**config.mk**
```make
export PLATFORM = sky130hd
export DESIGN_NAME = pbs_datapath_flat
export DESIGN_NICKNAME = d
export VERILOG_FILES = /design/src/rtl/pbs_pkg.sv /design/src/rtl/pbs_datapath_if.sv /design/src/rtl/pbs_lfsr.sv /design/src/rtl/pbs_datapath.sv /design/src/flat_wrapper.sv
export SDC_FILE = /design/constraint.sdc
export NUM_CORES = 1
export LEC_CHECK = 0
export BUFFER_PORTS_ARGS = -buffer_cell sky130_fd_sc_hd__buf_2
export CORE_MARGIN = 2
export CORE_UTILIZATION = 58
export CTS_CLUSTER_DIAMETER = 60
export DETAILED_ROUTE_END_ITERATION = 12
export MAX_ROUTING_LAYER = met4
export PLACE_DENSITY = 0.8
export SLEW_MARGIN = 20
export SYNTH_ARGS = -nofsm -noshare
export SYNTH_HDL_FRONTEND = slang
export SYNTH_SLANG_ARGS = --single-unit
export TNS_END_PERCENT = 20
```
**constraint.sdc**
```tcl
create_clock -name clk -period 3.2 [get_ports clk]
set_input_delay 0.32 -clock clk [delete_from_list [all_inputs] [get_ports clk]]
set_output_delay 0.32 -clock clk [all_outputs]
set_load 0.05 [all_outputs]
```
**src/rtl/pbs_pkg.sv**
```systemverilog
// Shared battle constants, move codes and small helpers
// used by the PBS datapath and the battle controller.
package pbs_pkg;

  localparam int DEF_HP_W         = 8;
  localparam int DEF_P_MAX_HP     = 100;
  localparam int DEF_AI_MAX_HP    = 100;
  localparam int DEF_P_ATK        = 12;
  localparam int DEF_AI_ATK       = 10;
  localparam int DEF_HEAL_AMT     = 20;
  localparam int DEF_CATCH_THRESH = 25;

  localparam logic [7:0] DEF_LFSR_SEED = 8'hA5;

  typedef enum logic [1:0] {
    MV_BATTLE = 2'd0,
    MV_HEAL   = 2'd1,
    MV_CATCH  = 2'd2
  } move_e;

  typedef enum logic {
    CATCH_IDLE = 1'b0,
    CATCH_PEND = 1'b1
  } catch_st_e;

  typedef struct packed {
    logic p_dmg;
    logic ai_dmg;
    logic heal;
    logic bad;
  } hit_t;

  // x^8+x^6+x^5+x^4+1, shift left; zero escapes to 1
  function automatic logic [7:0] lfsr_next(
    input logic [7:0] v
  );
    if (v == 8'h00) return 8'h01;
    return {v[6:0], v[7] ^ v[5] ^ v[4] ^ v[3]};
  endfunction

endpackage

```
**src/rtl/pbs_datapath_if.sv**
```systemverilog
// Command strobes from the battle controller and the
// HP / catch status returned by the datapath.
interface pbs_datapath_if #(
  parameter int HP_W = 8
);

  logic            load_ai_hp;
  logic            apply_p_damage;
  logic            apply_ai_damage;
  logic            active_trainer;
  logic            target;
  logic            p_heal;
  logic            catch_req;

  logic [HP_W-1:0] p_hp;
  logic [HP_W-1:0] ai_hp;
  logic            p_dead;
  logic            ai_dead;
  logic            catch_valid;
  logic            catch_success;
  logic            protocol_err;

  modport master (
    output load_ai_hp,
    output apply_p_damage,
    output apply_ai_damage,
    output active_trainer,
    output target,
    output p_heal,
    output catch_req,
    input  p_hp,
    input  ai_hp,
    input  p_dead,
    input  ai_dead,
    input  catch_valid,
    input  catch_success,
    input  protocol_err
  );

  modport slave (
    input  load_ai_hp,
    input  apply_p_damage,
    input  apply_ai_damage,
    input  active_trainer,
    input  target,
    input  p_heal,
    input  catch_req,
    output p_hp,
    output ai_hp,
    output p_dead,
    output ai_dead,
    output catch_valid,
    output catch_success,
    output protocol_err
  );

endinterface

```
**src/rtl/pbs_lfsr.sv**
```systemverilog
// Free-running 8-bit Fibonacci LFSR, reloaded with
// the seed while reset is held.
module pbs_lfsr
  import pbs_pkg::*;
(
  input  logic       clk,
  input  logic       reset_n,
  input  logic [7:0] seed,
  output logic [7:0] value
);

  // advance one step every cycle
  always_ff @(posedge clk or negedge reset_n) begin
    if (!reset_n) value <= seed;
    else          value <= lfsr_next(value);
  end

endmodule

```
**src/rtl/pbs_datapath.sv**
```systemverilog
// HP registers, damage/heal arithmetic and the catch
// roll for one player-vs-AI Pokemon battle.
module pbs_datapath
  import pbs_pkg::*;
#(
  parameter int         HP_W         = DEF_HP_W,
  parameter int         P_MAX_HP     = DEF_P_MAX_HP,
  parameter int         AI_MAX_HP    = DEF_AI_MAX_HP,
  parameter int         P_ATK        = DEF_P_ATK,
  parameter int         AI_ATK       = DEF_AI_ATK,
  parameter int         HEAL_AMT     = DEF_HEAL_AMT,
  parameter int         CATCH_THRESH = DEF_CATCH_THRESH,
  parameter int         VARIANCE_EN  = 1,
  parameter logic [7:0] LFSR_SEED    = DEF_LFSR_SEED
) (
  input logic           clk,
  input logic           reset_n,
  pbs_datapath_if.slave bus
);

  localparam int DW = HP_W + 1;

  localparam logic [DW-1:0] P_ATK_W  = DW'(P_ATK);
  localparam logic [DW-1:0] AI_ATK_W = DW'(AI_ATK);
  localparam logic [DW-1:0] HEAL_W   = DW'(HEAL_AMT);
  localparam logic [DW-1:0] P_MAX_W  = DW'(P_MAX_HP);

  localparam logic [HP_W-1:0] P_MAX_H  = HP_W'(P_MAX_HP);
  localparam logic [HP_W-1:0] AI_MAX_H = HP_W'(AI_MAX_HP);
  localparam logic [HP_W-1:0] THR_H    = HP_W'(CATCH_THRESH);

  logic [7:0]      lfsr;
  logic            unused_lfsr_hi;
  logic [HP_W-1:0] p_hp_q;
  logic [HP_W-1:0] ai_hp_q;
  logic [HP_W-1:0] p_nxt;
  logic [HP_W-1:0] ai_nxt;
  logic [HP_W-1:0] p_sub;
  logic [HP_W-1:0] ai_sub;
  logic [HP_W-1:0] p_add;
  logic [DW-1:0]   dmg;
  logic [DW-1:0]   bonus;
  logic [DW-1:0]   p_ext;
  logic [DW-1:0]   ai_ext;
  logic [DW-1:0]   p_sum;
  logic            p_dead;
  logic            ai_dead;
  logic            take;
  logic            roll;
  hit_t            hit;
  catch_st_e       cst_q;
  logic            res_q;
  logic            cv_q;
  logic            cs_q;
  logic            perr_q;

  pbs_lfsr u_lfsr (
    .clk     (clk),
    .reset_n (reset_n),
    .seed    (LFSR_SEED),
    .value   (lfsr)
  );

  assign unused_lfsr_hi = ^lfsr[7:4];

  assign p_dead  = (p_hp_q == '0);
  assign ai_dead = (ai_hp_q == '0);

  assign bonus = (VARIANCE_EN != 0) ? DW'(lfsr[2:0]) : '0;
  assign dmg   = (bus.active_trainer ? AI_ATK_W : P_ATK_W) + bonus;

  assign p_ext  = {1'b0, p_hp_q};
  assign ai_ext = {1'b0, ai_hp_q};
  assign p_sub  = (dmg >= p_ext) ? '0 : p_hp_q - dmg[HP_W-1:0];
  assign ai_sub = (dmg >= ai_ext) ? '0 : ai_hp_q - dmg[HP_W-1:0];
  assign p_sum  = p_ext + HEAL_W;
  assign p_add  = (p_sum >= P_MAX_W) ? P_MAX_H : p_sum[HP_W-1:0];

  // classify strobes; any illegal mix blocks the HP update
  always_comb begin
    logic both;
    logic p_dir;
    logic ai_dir;
    both   = bus.apply_p_damage & bus.apply_ai_damage;
    p_dir  = ~bus.target & bus.active_trainer;
    ai_dir = bus.target & ~bus.active_trainer;
    hit.bad    = both
               | (bus.apply_ai_damage & ~ai_dir)
               | (bus.apply_p_damage & ~p_dir)
               | (bus.p_heal & bus.apply_p_damage);
    hit.p_dmg  = bus.apply_p_damage & p_dir & ~both
               & ~bus.p_heal & ~p_dead;
    hit.ai_dmg = bus.apply_ai_damage & ai_dir & ~both
               & ~ai_dead & ~bus.load_ai_hp;
    hit.heal   = bus.p_heal & ~bus.apply_p_damage & ~p_dead;
  end

  // next player HP
  always_comb begin
    p_nxt = p_hp_q;
    unique case (1'b1)
      hit.p_dmg: p_nxt = p_sub;
      hit.heal:  p_nxt = p_add;
      default:   ;
    endcase
  end

  // next AI HP; reload wins over damage
  always_comb begin
    ai_nxt = ai_hp_q;
    unique case (1'b1)
      bus.load_ai_hp: ai_nxt = AI_MAX_H;
      hit.ai_dmg:     ai_nxt = ai_sub;
      default:        ;
    endcase
  end

  assign take = bus.catch_req & ~ai_dead & ~bus.load_ai_hp;
  assign roll = (ai_hp_q <= THR_H) | (lfsr[3:0] == 4'd0);

  // HP registers and sticky protocol error
  always_ff @(posedge clk or negedge reset_n) begin
    if (!reset_n) begin
      p_hp_q  <= P_MAX_H;
      ai_hp_q <= AI_MAX_H;
      perr_q  <= 1'b0;
    end else begin
      p_hp_q  <= p_nxt;
      ai_hp_q <= ai_nxt;
      if (hit.bad) perr_q <= 1'b1;
    end
  end

  // catch roll latched, reported one edge later
  always_ff @(posedge clk or negedge reset_n) begin
    if (!reset_n) begin
      cst_q <= CATCH_IDLE;
      res_q <= 1'b0;
      cv_q  <= 1'b0;
      cs_q  <= 1'b0;
    end else begin
      cv_q <= 1'b0;
      unique case (cst_q)
        CATCH_IDLE: begin
          if (take) begin
            cst_q <= CATCH_PEND;
            res_q <= roll;
          end
        end
        CATCH_PEND: begin
          cst_q <= CATCH_IDLE;
          if (!bus.load_ai_hp) begin
            cv_q <= 1'b1;
            cs_q <= res_q;
          end
        end
        default: cst_q <= CATCH_IDLE;
      endcase
      if (bus.load_ai_hp) cs_q <= 1'b0;
    end
  end

  assign bus.p_hp          = p_hp_q;
  assign bus.ai_hp         = ai_hp_q;
  assign bus.p_dead        = p_dead;
  assign bus.ai_dead       = ai_dead;
  assign bus.catch_valid   = cv_q;
  assign bus.catch_success = cs_q;
  assign bus.protocol_err  = perr_q;

endmodule

```
**src/flat_wrapper.sv**
```systemverilog
// flat-port wrapper written by rule: the top's interface ports become plain ports
module pbs_datapath_flat import pbs_pkg::*;
#(
  parameter int         HP_W         = DEF_HP_W,
  parameter int         P_MAX_HP     = DEF_P_MAX_HP,
  parameter int         AI_MAX_HP    = DEF_AI_MAX_HP,
  parameter int         P_ATK        = DEF_P_ATK,
  parameter int         AI_ATK       = DEF_AI_ATK,
  parameter int         HEAL_AMT     = DEF_HEAL_AMT,
  parameter int         CATCH_THRESH = DEF_CATCH_THRESH,
  parameter int         VARIANCE_EN  = 1,
  parameter logic [7:0] LFSR_SEED    = DEF_LFSR_SEED
)
  (clk, reset_n, bus_load_ai_hp, bus_apply_p_damage, bus_apply_ai_damage, bus_active_trainer, bus_target, bus_p_heal, bus_catch_req, bus_p_hp, bus_ai_hp, bus_p_dead, bus_ai_dead, bus_catch_valid, bus_catch_success, bus_protocol_err);
  pbs_datapath_if #(.HP_W(HP_W)) bus_i ();
  input logic clk;
  input logic reset_n;
  input wire logic [$bits(bus_i.load_ai_hp)-1:0] bus_load_ai_hp;
  input wire logic [$bits(bus_i.apply_p_damage)-1:0] bus_apply_p_damage;
  input wire logic [$bits(bus_i.apply_ai_damage)-1:0] bus_apply_ai_damage;
  input wire logic [$bits(bus_i.active_trainer)-1:0] bus_active_trainer;
  input wire logic [$bits(bus_i.target)-1:0] bus_target;
  input wire logic [$bits(bus_i.p_heal)-1:0] bus_p_heal;
  input wire logic [$bits(bus_i.catch_req)-1:0] bus_catch_req;
  output wire logic [$bits(bus_i.p_hp)-1:0] bus_p_hp;
  output wire logic [$bits(bus_i.ai_hp)-1:0] bus_ai_hp;
  output wire logic [$bits(bus_i.p_dead)-1:0] bus_p_dead;
  output wire logic [$bits(bus_i.ai_dead)-1:0] bus_ai_dead;
  output wire logic [$bits(bus_i.catch_valid)-1:0] bus_catch_valid;
  output wire logic [$bits(bus_i.catch_success)-1:0] bus_catch_success;
  output wire logic [$bits(bus_i.protocol_err)-1:0] bus_protocol_err;
  assign bus_i.load_ai_hp = bus_load_ai_hp;
  assign bus_i.apply_p_damage = bus_apply_p_damage;
  assign bus_i.apply_ai_damage = bus_apply_ai_damage;
  assign bus_i.active_trainer = bus_active_trainer;
  assign bus_i.target = bus_target;
  assign bus_i.p_heal = bus_p_heal;
  assign bus_i.catch_req = bus_catch_req;
  assign bus_p_hp = bus_i.p_hp;
  assign bus_ai_hp = bus_i.ai_hp;
  assign bus_p_dead = bus_i.p_dead;
  assign bus_ai_dead = bus_i.ai_dead;
  assign bus_catch_valid = bus_i.catch_valid;
  assign bus_catch_success = bus_i.catch_success;
  assign bus_protocol_err = bus_i.protocol_err;
  pbs_datapath #(.HP_W(HP_W), .P_MAX_HP(P_MAX_HP), .AI_MAX_HP(AI_MAX_HP), .P_ATK(P_ATK), .AI_ATK(AI_ATK), .HEAL_AMT(HEAL_AMT), .CATCH_THRESH(CATCH_THRESH), .VARIANCE_EN(VARIANCE_EN), .LFSR_SEED(LFSR_SEED)) u_core (.clk(clk), .reset_n(reset_n), .bus(bus_i));
endmodule
```
### Word level (Yosys, flattened, before mapping)

Cells that the tools add are included.

* logic and storage cells: 75
* memory bits (read-only): 0
* input port bits: 9
* output and inout bits: 21
* register bits: 29
* memory bits (writable): 0
* bits in latches: 0
* memories: 0

* div/mod/pow operators: 0
* equality and inequality tests: 0
* $add $sub $neg: 4
* shift operators: 0
* mux-type cells: 15
* bitwise logic cells: 36
* multipliers: 0
* reduce and logical (&&, ||, !) cells: 8
* order comparisons: 4

Operators by type and width (count)
* 8-bit two-way mux: 5
* 8-bit case mux with 2 select lines: 2
* 8-bit zero test: 3
* 1-bit bitwise AND: 18
* 9-bit by 8-bit >= comparator with 1-bit output: 2
* 8-bit subtractor: 2
* 1-bit inverter: 11
* 8-bit by 5-bit adder with 9-bit output, second input constant: 1
* 9-bit by 3-bit adder with 9-bit output: 1
* 9-bit by 7-bit >= comparator with 1-bit output, second input constant: 1
* 8-bit by 5-bit less-or-equal comparator with 1-bit output, second input constant: 1
* 1-bit two-way mux: 6
* 2-bit nonzero test: 3
* 4-bit zero test: 1
* 1-bit bitwise OR: 4
* 3-bit two-way mux: 1
* 1-bit XOR: 3
* 1-bit case mux with 2 select lines: 1
* 2-bit AND reduction: 1

### Logic depth before layout (Yosys ltp)

* word-level depth: 7
* gate-level depth with buffers: 10
* mapped depth without buffers: 10

### Worst setup path after synthesis

No wires, ideal clock.

* kind: reg-to-reg
* from: register u_core.u_lfsr.value[2]
* to: register u_core.ai_hp_q[5], in the netlist u_core.bus.ai_hp[5]
* cell stages (with the launch flop): 10
* clock period less this slack: 2.781 ns
* arrival time: 2.698 ns
* data required time: 3.116 ns
* slack: 0.419 ns
* library setup time: 0.084 ns
* buffers on the path: 0
* path through: dfstp_2 inv_1 fa_1 inv_1 ha_1 nor2b_1 a221o_1 a31o_2 a21o_2 a221o_1

* longest elaborated chain between the ends: 4
* elaborated cells on any way between the ends: 5
* those cells by class: 2 x add/sub; 1 x order compare; 2 x mux

RTL lines
* start, declared: RTL line pbs_lfsr.sv:9 `output logic [7:0] value`
* start signal, assigned: RTL line pbs_lfsr.sv:15 `else value <= lfsr_next(value);`
* 9-bit by 3-bit adder with 9-bit output *: RTL line pbs_datapath.sv:70 `assign dmg = (bus.active_trainer ? AI_ATK_W : P_ATK_W) + bonus;`
* 8-bit subtractor or 9-bit by 8-bit >= comparator with 1-bit output (tied branches): RTL line pbs_datapath.sv:75 `assign ai_sub = (dmg >= ai_ext) ? '0 : ai_hp_q - dmg[HP_W-1:0];`
* 8-bit two-way mux *: RTL line pbs_datapath.sv:75
* 8-bit case mux with 2 select lines *: RTL line pbs_datapath.sv:111 `unique case (1'b1)`
* end signal, assigned: RTL line pbs_datapath.sv:129 `ai_hp_q <= ai_nxt;`
* end, declared: RTL line pbs_datapath.sv:35 `logic [HP_W-1:0] ai_hp_q;`

Mark *: on every way between the ends. The rest lies on a longest branch, timed or not.
A chain may end at the register's enable or synchronous reset.

### Worst setup path after layout

Ends and elaborated chain as after synthesis.

==> reports/summary.txt <==
Mapped Avg Cell Area: 9.17 um^2
Initial DRC Count: 176
Synth warnings: 0
Die Area: 0.00432 mm^2
Async set-reset flop share out of synthesis: 100%
# setup viols final: 0
Slew headroom: 56.8%
Status: finished clean
Final hold violation count: 0
Worst Max-Slew Pin Slew: 0.648 ns
Post-CTS setup buffers: 0
Initial antenna violation count: 0
Vias in the first global route: 1859
Syn nets: 275
Post-CTS Resized: 0
TritonRoute pass-1 iters: 5
Worst vdd ir: 336 uV
Root Buffer Master: clkbuf_8
Clock transition at path regs: 0.07 ns
CTS buffer count: 5
Worst-Skew Late Latency: 0.29 ns
Port buffer count: 29
WS Path Type: flop to flop
Hold Buf Count CTS: 0
Minimum clock period after layout: 2.94 ns
Tcrit/Tclk final: 91.9%
Worst hold path type: primary input to asynchronous set/reset pin
Gpl congestion: 0.881
Seq/Total Area, Yosys: 33.4%
Syn Inst Count: 241
Worst-path maximum fanout: 6
Die Wd: 65.7 um
CTS HTree Levels: 2
Largest net degree at the start of global routing: 30
Sum Neg Setup Slack: 0 ns
Global-route wire length before repair: 8.49 mm
Power per cell area: 695 mW/mm^2
Unique masters post-synth: 61
#FFs+latches synth: 29
Number of vias per cell: 5.99
CP arrival: 3.16 ns
Final Power: 1730 uW
Main area contributors after synthesis: dfrtp_1 22%, ha_1 12%, dfstp_2 12%
Worst clock skew: 0.00600 ns
Antenna Cells: 0
Crit start category: flop
# IOs: 30
Area growth, synth to finish: 12.8%
Hold slack final: 0.0481 ns
GR Util All Layers: 27.3%
Gr ovfl total: 0
Critical Path Sink Type: flop
Starting Density: 60.4%
Vias: 1888
Area leader, netlist: dfrtp_1
Num rows: 22
R2R depth: 9
Primary FF master, synth: dfrtp_1
Top-area cell type share of the netlist area: 21.5%
TritonCTS clock tree: built
Total wire length: 5.13 mm
Fin nets: 300
RSZ-0062 raised after global routing: no
Wirelength per Cell: 16.3 um
Hpwl dp: 3.87 mm
Cell area after synthesis: 0.00221 mm^2
ANT nets after route: 0
Pins Over Slew Limit: 0
Crit path required time: 3.42 ns
Die Y-Extent: 65.7 um
CORE AREA: 0.00366 mm^2
Clock buffer depth: 2
TritonCTS sink count: 29
Layout cells sized above 1: 22.5%
Leakage: 0.00115 uW
DRC viols: 0
Max-cap violations: 0
Number of enable-type register cells in the synthesized netlist: 0
Fmax: 340 MHz
critical path: stages, from the launching register on:
cell	delay (ns)
dfstp_2	0.54
inv_1	0.05
fa_1	0.57
inv_1	0.08
ha_1	0.34
nor2b_1	0.15
a221o_1	0.36
a31o_2	0.29
a21o_2	0.21
a221o_1	0.28
layer usage:
metal,track usage [%],routed length [um]
met5,-,0
met4,14.1,129
met3,5.99,302
met2,43.9,2500
met1,32.1,2200
cell usage after synthesis, types with 2 or more instances:
| cell | instances |
|---|---|
| and2_1 | 2 |
| nand4b_1 | 2 |
| a21oi_1 | 13 |
| a21o_1 | 4 |
| dfstp_2 | 10 |
| nand2_1 | 14 |
| a311oi_1 | 2 |
| a22o_1 | 2 |
| inv_1 | 17 |
| a31oi_1 | 3 |
| xor2_1 | 5 |
| buf_2 | 3 |
| a211oi_1 | 3 |
| nor4b_1 | 3 |
| nor2b_1 | 6 |
| a21o_2 | 2 |
| clkbuf_1 | 10 |
| ha_1 | 22 |
| or3_1 | 5 |
| or2_2 | 2 |
| nor4_1 | 2 |
| nand3b_1 | 2 |
| o21ai_0 | 7 |
| nand3_1 | 5 |
| dfrtp_1 | 19 |
| nand4_1 | 2 |
| nor2_1 | 20 |
| a221o_1 | 3 |
| o211ai_1 | 3 |
| and3_1 | 2 |
| xnor2_1 | 3 |
| o31ai_1 | 3 |
| nor3_1 | 4 |
| a31o_2 | 2 |
| fa_1 | 3 |
| nand2b_1 | 6 |
kinds of logic (layout without fill, tap and decap cells):
family	count (synthesis)	in the layout	share of synthesized area [%]
simple gates	87	87	22.1
mux	1	1	0.453
buf+inv	30	56	5.26
fa+ha+maj	25	25	15.2
compound gates	61	61	20.4
flops	29	29	33.4
xor+xnor	8	8	3.17
state kept, by name (all words and copies together), names as in the netlist:
register                  flops
u_core.bus.p_hp               8
u_core.res_q                  1
u_core.bus.catch_valid        1
u_core.bus.protocol_err       1
u_core.cst_q                  1
u_core.bus.ai_hp              8
u_core.u_lfsr.value           8
u_core.bus.catch_success      1
cell type report:
type | count | area (um^2)
Tap cell | 48 | 60.1
Sequential cell | 29 | 738
Clock buffer | 7 | 86.3
Multi-Input combinational cell | 182 | 1360
Inverter | 17 | 63.8
Fill cell | 304 | 1170
Clock inverter | 1 | 30.0
Timing Repair Buffer | 31 | 160
worst paths after layout:
path                                        startpoint                endpoint  slack, ns
worst max-delay path            u_core.u_lfsr.value[2]     u_core.bus.ai_hp[5]       0.26
worst min-delay path                           reset_n      u_core.bus.p_hp[4]       0.05
worst max register to register  u_core.u_lfsr.value[2]     u_core.bus.ai_hp[5]       0.26
worst min register to register  u_core.u_lfsr.value[1]  u_core.u_lfsr.value[2]       0.40
max in group asynchronous                      reset_n            u_core.cst_q       2.73
min in group clk                         bus_catch_req            u_core.res_q       0.25
placed cells by master (no fill, tap or decap), drive strengths merged, types with 4 or more instances in the layout:
| master | n |
|---|---|
| buf | 31 |
| ha | 22 |
| nor2 | 20 |
| dfrtp | 19 |
| inv | 17 |
| nand2 | 14 |
| a21oi | 13 |
| dfstp | 10 |
| o21ai | 7 |
| clkbuf | 7 |
| nor2b | 6 |
| nand2b | 6 |
| a21o | 6 |
| or3 | 5 |
| xor2 | 5 |
| nand3 | 5 |
| nor3 | 4 |
| o31ai | 4 |
power by group:
group / switching, uW / total, uW / internal [uW] / leakage, uW
registers: 103 / 534 / 431 / 0.000352
logic: 507 / 792 / 285 / 0.000744
clock network: 155 / 408 / 254 / 0.0000585
stage by stage:
stage | cell area [um^2] | cells | util (%) | worst slack, ns
after global routing | 2490 | 315 | 68.1 | 0.154
after detailed placement | 2380 | 307 | 65.0 | 0.206
after floorplan | 2210 | 241 | - | 0.419
after CTS | 2490 | 315 | 68.1 | 0.265
after global placement | 2380 | 307 | 65.0 | 0.278
final | 2490 | 315 | 68.1 | 0.259
Power figures use the tool's default switching activity.
